==> src/rtl/cgra_table_load_sequencer.sv <==
// cgra_table_load_sequencer
//
// Front-end controller for the CGRA runtime instruction table. One start
// request loads each column's instruction image from HBM (one table transfer
// per column at a strided byte offset), then loads every column PC with a
// common start value and steps all PCs in lockstep for run_len increments.
//
// Ports
//   aclk, aresetn            clock, asynchronous active-low reset
//   start, skip_load         job request (accepted only in IDLE) and load bypass
//   base_addr, col_stride    column 0 byte offset and per-column byte distance
//   col_xfer_bytes           bytes per column transfer
//   start_pc, run_len        PC start value and number of PC increments
//   stall                    holds the PCs while running
//   busy, done               job in progress / one-cycle completion pulse
//   cur_col, run_count       column being loaded / increments issued so far
//   ctrl_start, ctrl_addr_offset, ctrl_xfer_size_in_bytes, ctrl_done
//                            table transfer request and completion
//   clken_PC, load_PC, incr_PC, load_value_PC
//                            per-column PC controls
//   dbg_state                current sequencer state
//
// Handshake: ctrl_start is a single-cycle request; ctrl_addr_offset and
// ctrl_xfer_size_in_bytes are valid while it is high and the table answers
// with a single-cycle ctrl_done. No back-pressure exists on either side; a
// ctrl_done is only consumed while waiting for an outstanding transfer.
//
// All outputs are registered: each output register is written on the edge
// that enters the state it belongs to.

module cgra_table_load_sequencer #(
  parameter int NUM_COL    = 2,
  parameter int ADDR_WIDTH = 64,
  parameter int PC_WIDTH   = 12,
  parameter int CNT_WIDTH  = 32
) (
  input  logic                          aclk,
  input  logic                          aresetn,
  input  logic                          start,
  input  logic                          skip_load,
  input  logic [ADDR_WIDTH-1:0]         base_addr,
  input  logic [ADDR_WIDTH-1:0]         col_stride,
  input  logic [ADDR_WIDTH-1:0]         col_xfer_bytes,
  input  logic [PC_WIDTH-1:0]           start_pc,
  input  logic [CNT_WIDTH-1:0]          run_len,
  input  logic                          stall,
  output logic                          busy,
  output logic                          done,
  output logic [$clog2(NUM_COL):0]      cur_col,
  output logic [CNT_WIDTH-1:0]          run_count,
  output logic                          ctrl_start,
  output logic [ADDR_WIDTH-1:0]         ctrl_addr_offset,
  output logic [ADDR_WIDTH-1:0]         ctrl_xfer_size_in_bytes,
  input  logic                          ctrl_done,
  output logic [NUM_COL-1:0]            clken_PC,
  output logic [NUM_COL-1:0]            load_PC,
  output logic [NUM_COL-1:0]            incr_PC,
  output logic [NUM_COL*PC_WIDTH-1:0]   load_value_PC,
  output logic [2:0]                    dbg_state
);

  localparam int COL_W = $clog2(NUM_COL) + 1;

  typedef enum logic [2:0] {
    S_IDLE,
    S_SETUP,
    S_LOAD_REQ,
    S_LOAD_WAIT,
    S_PC_INIT,
    S_RUN,
    S_DONE
  } state_t;

  state_t                      state_q;
  logic                        busy_q, done_q, ctrl_start_q;
  logic [COL_W-1:0]            cur_col_q;
  logic [CNT_WIDTH-1:0]        run_count_q, left_q;
  logic [ADDR_WIDTH-1:0]       ctrl_addr_q, ctrl_size_q;
  logic [NUM_COL-1:0]          clken_q, load_q, incr_q;
  logic [NUM_COL*PC_WIDTH-1:0] load_value_q;

  // Operands latched when the job is accepted.
  logic                        skip_q;
  logic [ADDR_WIDTH-1:0]       stride_q, xfer_q;
  logic [PC_WIDTH-1:0]         start_pc_q;
  logic [CNT_WIDTH-1:0]        run_len_q;

  // Running column offset: base + col*stride is built by repeated addition,
  // which wraps modulo 2^ADDR_WIDTH exactly like the product form.
  logic [ADDR_WIDTH-1:0]       next_off_q, next_off_d;

  logic                        step_d;
  logic [CNT_WIDTH-1:0]        first_left_d, left_d, count_d;

  assign next_off_d   = next_off_q + stride_q;
  assign step_d       = ~stall;
  assign first_left_d = run_len_q - CNT_WIDTH'(step_d);
  assign left_d       = left_q - CNT_WIDTH'(step_d);
  assign count_d      = run_count_q + CNT_WIDTH'(step_d);

  always_ff @(posedge aclk or negedge aresetn) begin
    if (!aresetn) begin
      state_q      <= S_IDLE;
      busy_q       <= 1'b0;
      done_q       <= 1'b0;
      ctrl_start_q <= 1'b0;
      cur_col_q    <= '0;
      run_count_q  <= '0;
      left_q       <= '0;
      ctrl_addr_q  <= '0;
      ctrl_size_q  <= '0;
      clken_q      <= '0;
      load_q       <= '0;
      incr_q       <= '0;
      load_value_q <= '0;
      skip_q       <= 1'b0;
      stride_q     <= '0;
      xfer_q       <= '0;
      start_pc_q   <= '0;
      run_len_q    <= '0;
      next_off_q   <= '0;
    end else begin
      // Pulse-type outputs default low each cycle.
      done_q       <= 1'b0;
      ctrl_start_q <= 1'b0;
      load_q       <= '0;
      incr_q       <= '0;

      case (state_q)
        S_IDLE: begin
          if (start) begin
            skip_q      <= skip_load;
            stride_q    <= col_stride;
            xfer_q      <= col_xfer_bytes;
            start_pc_q  <= start_pc;
            run_len_q   <= run_len;
            next_off_q  <= base_addr;
            cur_col_q   <= '0;
            run_count_q <= '0;
            busy_q      <= 1'b1;
            state_q     <= S_SETUP;
          end
        end

        // One cycle so that the first request and the PC load are driven
        // purely from latched operands.
        S_SETUP: begin
          if (skip_q) begin
            clken_q      <= '1;
            load_q       <= '1;
            load_value_q <= {NUM_COL{start_pc_q}};
            state_q      <= S_PC_INIT;
          end else begin
            ctrl_start_q <= 1'b1;
            ctrl_addr_q  <= next_off_q;
            ctrl_size_q  <= xfer_q;
            state_q      <= S_LOAD_REQ;
          end
        end

        S_LOAD_REQ: begin
          next_off_q <= next_off_d;
          state_q    <= S_LOAD_WAIT;
        end

        S_LOAD_WAIT: begin
          if (ctrl_done) begin
            if (cur_col_q == COL_W'(NUM_COL - 1)) begin
              clken_q      <= '1;
              load_q       <= '1;
              load_value_q <= {NUM_COL{start_pc_q}};
              state_q      <= S_PC_INIT;
            end else begin
              cur_col_q    <= cur_col_q + COL_W'(1);
              ctrl_start_q <= 1'b1;
              ctrl_addr_q  <= next_off_q;
              ctrl_size_q  <= xfer_q;
              state_q      <= S_LOAD_REQ;
            end
          end
        end

        S_PC_INIT: begin
          if (run_len_q == '0) begin
            clken_q <= '0;
            busy_q  <= 1'b0;
            done_q  <= 1'b1;
            state_q <= S_DONE;
          end else begin
            incr_q      <= {NUM_COL{step_d}};
            run_count_q <= count_d;
            left_q      <= first_left_d;
            state_q     <= S_RUN;
          end
        end

        // left_q counts increments still owed; a stalled cycle issues none,
        // so the total always equals run_len.
        S_RUN: begin
          if (left_q == '0) begin
            clken_q <= '0;
            busy_q  <= 1'b0;
            done_q  <= 1'b1;
            state_q <= S_DONE;
          end else begin
            incr_q      <= {NUM_COL{step_d}};
            run_count_q <= count_d;
            left_q      <= left_d;
          end
        end

        S_DONE: begin
          state_q <= S_IDLE;
        end

        default: begin
          state_q <= S_IDLE;
        end
      endcase
    end
  end

  assign busy                    = busy_q;
  assign done                    = done_q;
  assign cur_col                 = cur_col_q;
  assign run_count               = run_count_q;
  assign ctrl_start              = ctrl_start_q;
  assign ctrl_addr_offset        = ctrl_addr_q;
  assign ctrl_xfer_size_in_bytes = ctrl_size_q;
  assign clken_PC                = clken_q;
  assign load_PC                 = load_q;
  assign incr_PC                 = incr_q;
  assign load_value_PC           = load_value_q;
  assign dbg_state               = state_q;

endmodule

==> config.mk <==
export PLATFORM = sky130hd
export DESIGN_NAME = cgra_table_load_sequencer
export DESIGN_NICKNAME = d
export VERILOG_FILES = /design/src/rtl/cgra_table_load_sequencer.sv
export SDC_FILE = /design/constraint.sdc
export NUM_CORES = 1
export LEC_CHECK = 0
export BUFFER_PORTS_ARGS = -buffer_cell sky130_fd_sc_hd__buf_2
export CELL_PAD_IN_SITES_DETAIL_PLACEMENT = 1
export CELL_PAD_IN_SITES_GLOBAL_PLACEMENT = 1
export CORE_MARGIN = 4
export CORE_UTILIZATION = 45
export DETAILED_ROUTE_END_ITERATION = 10
export PLACE_DENSITY = 0.86
export SYNTH_ARGS = -nofsm -noshare
export SYNTH_HDL_FRONTEND = slang
export SYNTH_SLANG_ARGS = --single-unit
==> constraint.sdc <==
create_clock -name aclk -period 6.4 [get_ports aclk]
set_clock_uncertainty 0.1 [all_clocks]
set_input_delay 1.92 -clock aclk [delete_from_list [all_inputs] [get_ports aclk]]
set_output_delay 1.92 -clock aclk [all_outputs]
set_load 0.02 [all_outputs]
==> results.toml <==
[route]
drc = 0
via_per_inst = 5.75
drt_iter0_drc = 1429
wl_mm = 81.5
detail_route.first_pass.iterations = 5
routedWlPerCell_um = 22.1
num_vias = 21200
postRouteAntennaNets = 0

[power]
p_per_area_mw_per_mm2 = 606
pwr-share-clk_pct = 18.8
pwr-share-comb_pct = 50.5
p_seq_share_pct = 30.7
p_int_mw = 9.31
ir_drop_mv = 0.298
p_sw_mw = 7.67
power_leakage_nw = 13.7
swShare_pct = 45.2
totalPowerFinal_mw = 17.0

[floorplanning]
pin_count = 440
fp.dieH_um = 236
dieArea_mm2 = 0.0557
core_area_mm2 = 0.0514
die_x_um = 236
rows = 83
initial_core_util_pct = 45.5

[sta]
rsz0062_at_grt = "false"
hold_viol_final = 0
min_period_ns = 4.30
fmax_ghz = 0.232
setup_ws_ns = 2.10
tightest_slew_ns = 1.11
slew_headroom_pct = 26.3
maxSlewViolCount = 0
fin_setup_tns_ns = 0
fin_hold_ws_ns = 0.370
post-route-period-util_pct = 67.2
setup_violations = 0

[yosys]
synth_top_area_share_pct = 48.3
syn_area_per_cell_um2 = 9.05
syn_area_mm2 = 0.0234
synthCells = 2587
synth_top_area_cell = "dfrtp_1"
yosysWarnings = 0
ys_seq_area_share_pct = 48.3
synth-seq-cells = 452
synth_edf_count = 0
ys_top_cells_by_count = "nand2_1, dfrtp_1, a21oi_1"
yosysMostFrequentCell = "nand2_1"
async_flop_share_pct = 100
ys.flop_type = "dfrtp_1"
synth_nets = 2898
synthTopCellsByArea = "dfrtp_1, nand2_1, mux2_2, a21oi_1, ha_1"
yosys.cell_types.count = 80

[grt]
grt_start_max_net_pins = 125
grt_pass1_vias = 23100
grt_pass1_wl_mm = 129
grt.total_usage_pct = 28.6
antenna_found_initial = 27
grt_overflow_total = 0

[placed_design]
gp_congestion = 0.913
port_buffers = 439
preCtsSetupSlack_ns = 1.83
placed_cells = 3574
dpl.hpwl_mm = 57.0
placed_area_mm2 = 0.0261

[outcome]
status = "finished, final reports clean"

[worst_setup_path]
cpPeakStageDelay_ns = 0.66
critPathKind = "flop to flop"
cpMostUsedCell = "nor2_1"
crit_required_ns = 6.85
critPathMaxFanout = 47
arrival_ns = 4.75
path_cells = "and3b_2 -> buf_4 -> mux2i_1 -> nand4_1 -> nor2_1 -> nand4_2 -> a2111oi_2 -> mux2_2 -> nor2_1"
startpoint_type = "flop"
cp_slowest_cell = "and3b_2"
worst_setup_path_end_kind = "flop"

[clocking]
cts_setup_buffers = 0
clock_sinks = 452
cts.htree.levels = 2
holdBufCountCts = 0
cts_resized = 0
root_buffer = "clkbuf_16"
clk_latency_ns = 0.61
numCtsBuffers = 51
clk_pin_slew_ns = 0.06
cts_buffer_depth = 3
cts_tree = "yes"

[layout]
final_cells = 3692
fin_area_mm2 = 0.0280
nets = 3258
final_layout_size_suffix_gt1_share_pct = 23.8
utilization_pct = 54.5
syn_to_final_growth_pct = 19.6

[hold_path]
hold_class = "flop to flop"

[run]
maxCapViolCount = 0
[cells by family (layout without fill, tap and decap cells)]
| group | count (synthesis) | in the layout | synth area share, % |
|---|---|---|---|
| other cells | 0 | 24 | 0 |
| mux | 174 | 174 | 8.21 |
| xor+xnor | 65 | 65 | 2.43 |
| flops | 452 | 452 | 48.3 |
| fa+ha+maj | 69 | 69 | 3.72 |
| simple gates | 1153 | 1153 | 21.0 |
| buf+inv | 191 | 592 | 3.34 |
| compound gates | 483 | 483 | 13.0 |
[worst max-delay path, delay by kind of cell, from the launching register on]
family | cells | cell delay [ns]
AND/OR/NAND/NOR | 5 | 1.71
multiplexers | 2 | 0.75
flip-flops | 1 | 0.65
buffers and inverters | 1 | 0.58
AO/OA/AOI/OAI | 1 | 0.43
[per-layer routing]
metal / GRT usage, % / vias up / part of all wire, %
met3: 6.38 / 185 / 6.6
met4: 12.3 / 12 / 4.6
met2: 47.9 / 646 / 49
met5: 0 / - / 0.11
met1: 35.7 / 10700 / 40
li1: - / 9670 / -
[cells in the final DEF (no fill, tap or decap), types with 6 or more instances in the layout]
master / n
a211oi_1: 23
a21boi_0: 8
a21o_1: 42
a21oi_1: 171
a221o_1: 6
a31oi_1: 41
and2_1: 9
and3_1: 30
buf_12: 8
buf_2: 438
buf_4: 9
bufinv_16: 8
clkbuf_1: 8
clkbuf_16: 51
clkbuf_8: 13
clkinv_2: 8
dfrtp_1: 452
diode_2: 24
ha_1: 68
inv_1: 42
mux2_2: 142
mux2i_1: 31
nand2_1: 764
nand3_1: 32
nand4_1: 26
nor2_1: 147
nor3_1: 58
nor4_1: 17
o211ai_1: 10
o21a_1: 10
o21ai_0: 87
o21bai_1: 10
o31ai_1: 12
or3_1: 27
xnor2_1: 39
xor2_1: 26
[final cells by class]
class                   instances  area (µm²)
fillers                      6092       23400
clock buffers                  72        1490
inverters                      42         158
well taps                     680         851
multi-input cells            1944       11400
repair buffers                456        2430
clock inverters                22         347
flip-flops and latches        452       11300
diodes                         24        60.1
[state kept, by name, indices dropped and copies added, names as in the netlist, 32 cells and up]
name,count
ctrl_xfer_size_in_bytes,64
left_q,32
run_len_q,32
next_off_q,64
run_count,32
ctrl_addr_offset,64
xfer_q,64
stride_q,64
[power groups by stage]
| stage | logic [mW] | registers (mW) | clock network (mW) |
|---|---|---|---|
| 5_1_grt | 9.40 | 5.36 | 3.39 |
| 4_1_cts | 8.54 | 5.19 | 3.26 |
| 2_1_floorplan | 5.55 | 5.37 | 0 |
| 6_report | 8.57 | 5.21 | 3.19 |
| 3_3_place_gp | 7.95 | 5.08 | 0 |
| 3_5_place_dp | 8.39 | 5.19 | 0 |
[path summary, 6_finish.rpt]
check | start | end | slack [ns] | depth (start not counted)
min in group asynchronous | aresetn | run_count[31] | 1.30 | 1
max in group asynchronous | aresetn | ctrl_xfer_size_in_bytes[23] | 3.64 | 2
setup / recovery | dbg_state[2] | left_q[27] | 2.10 | 9
setup reg to reg | dbg_state[2] | left_q[27] | 2.10 | 9
hold / removal | xfer_q[3] | xfer_q[3] | 0.37 | 2
hold reg to reg | xfer_q[3] | xfer_q[3] | 0.37 | 2
Note: power is estimated with default switching activity, not from simulation.
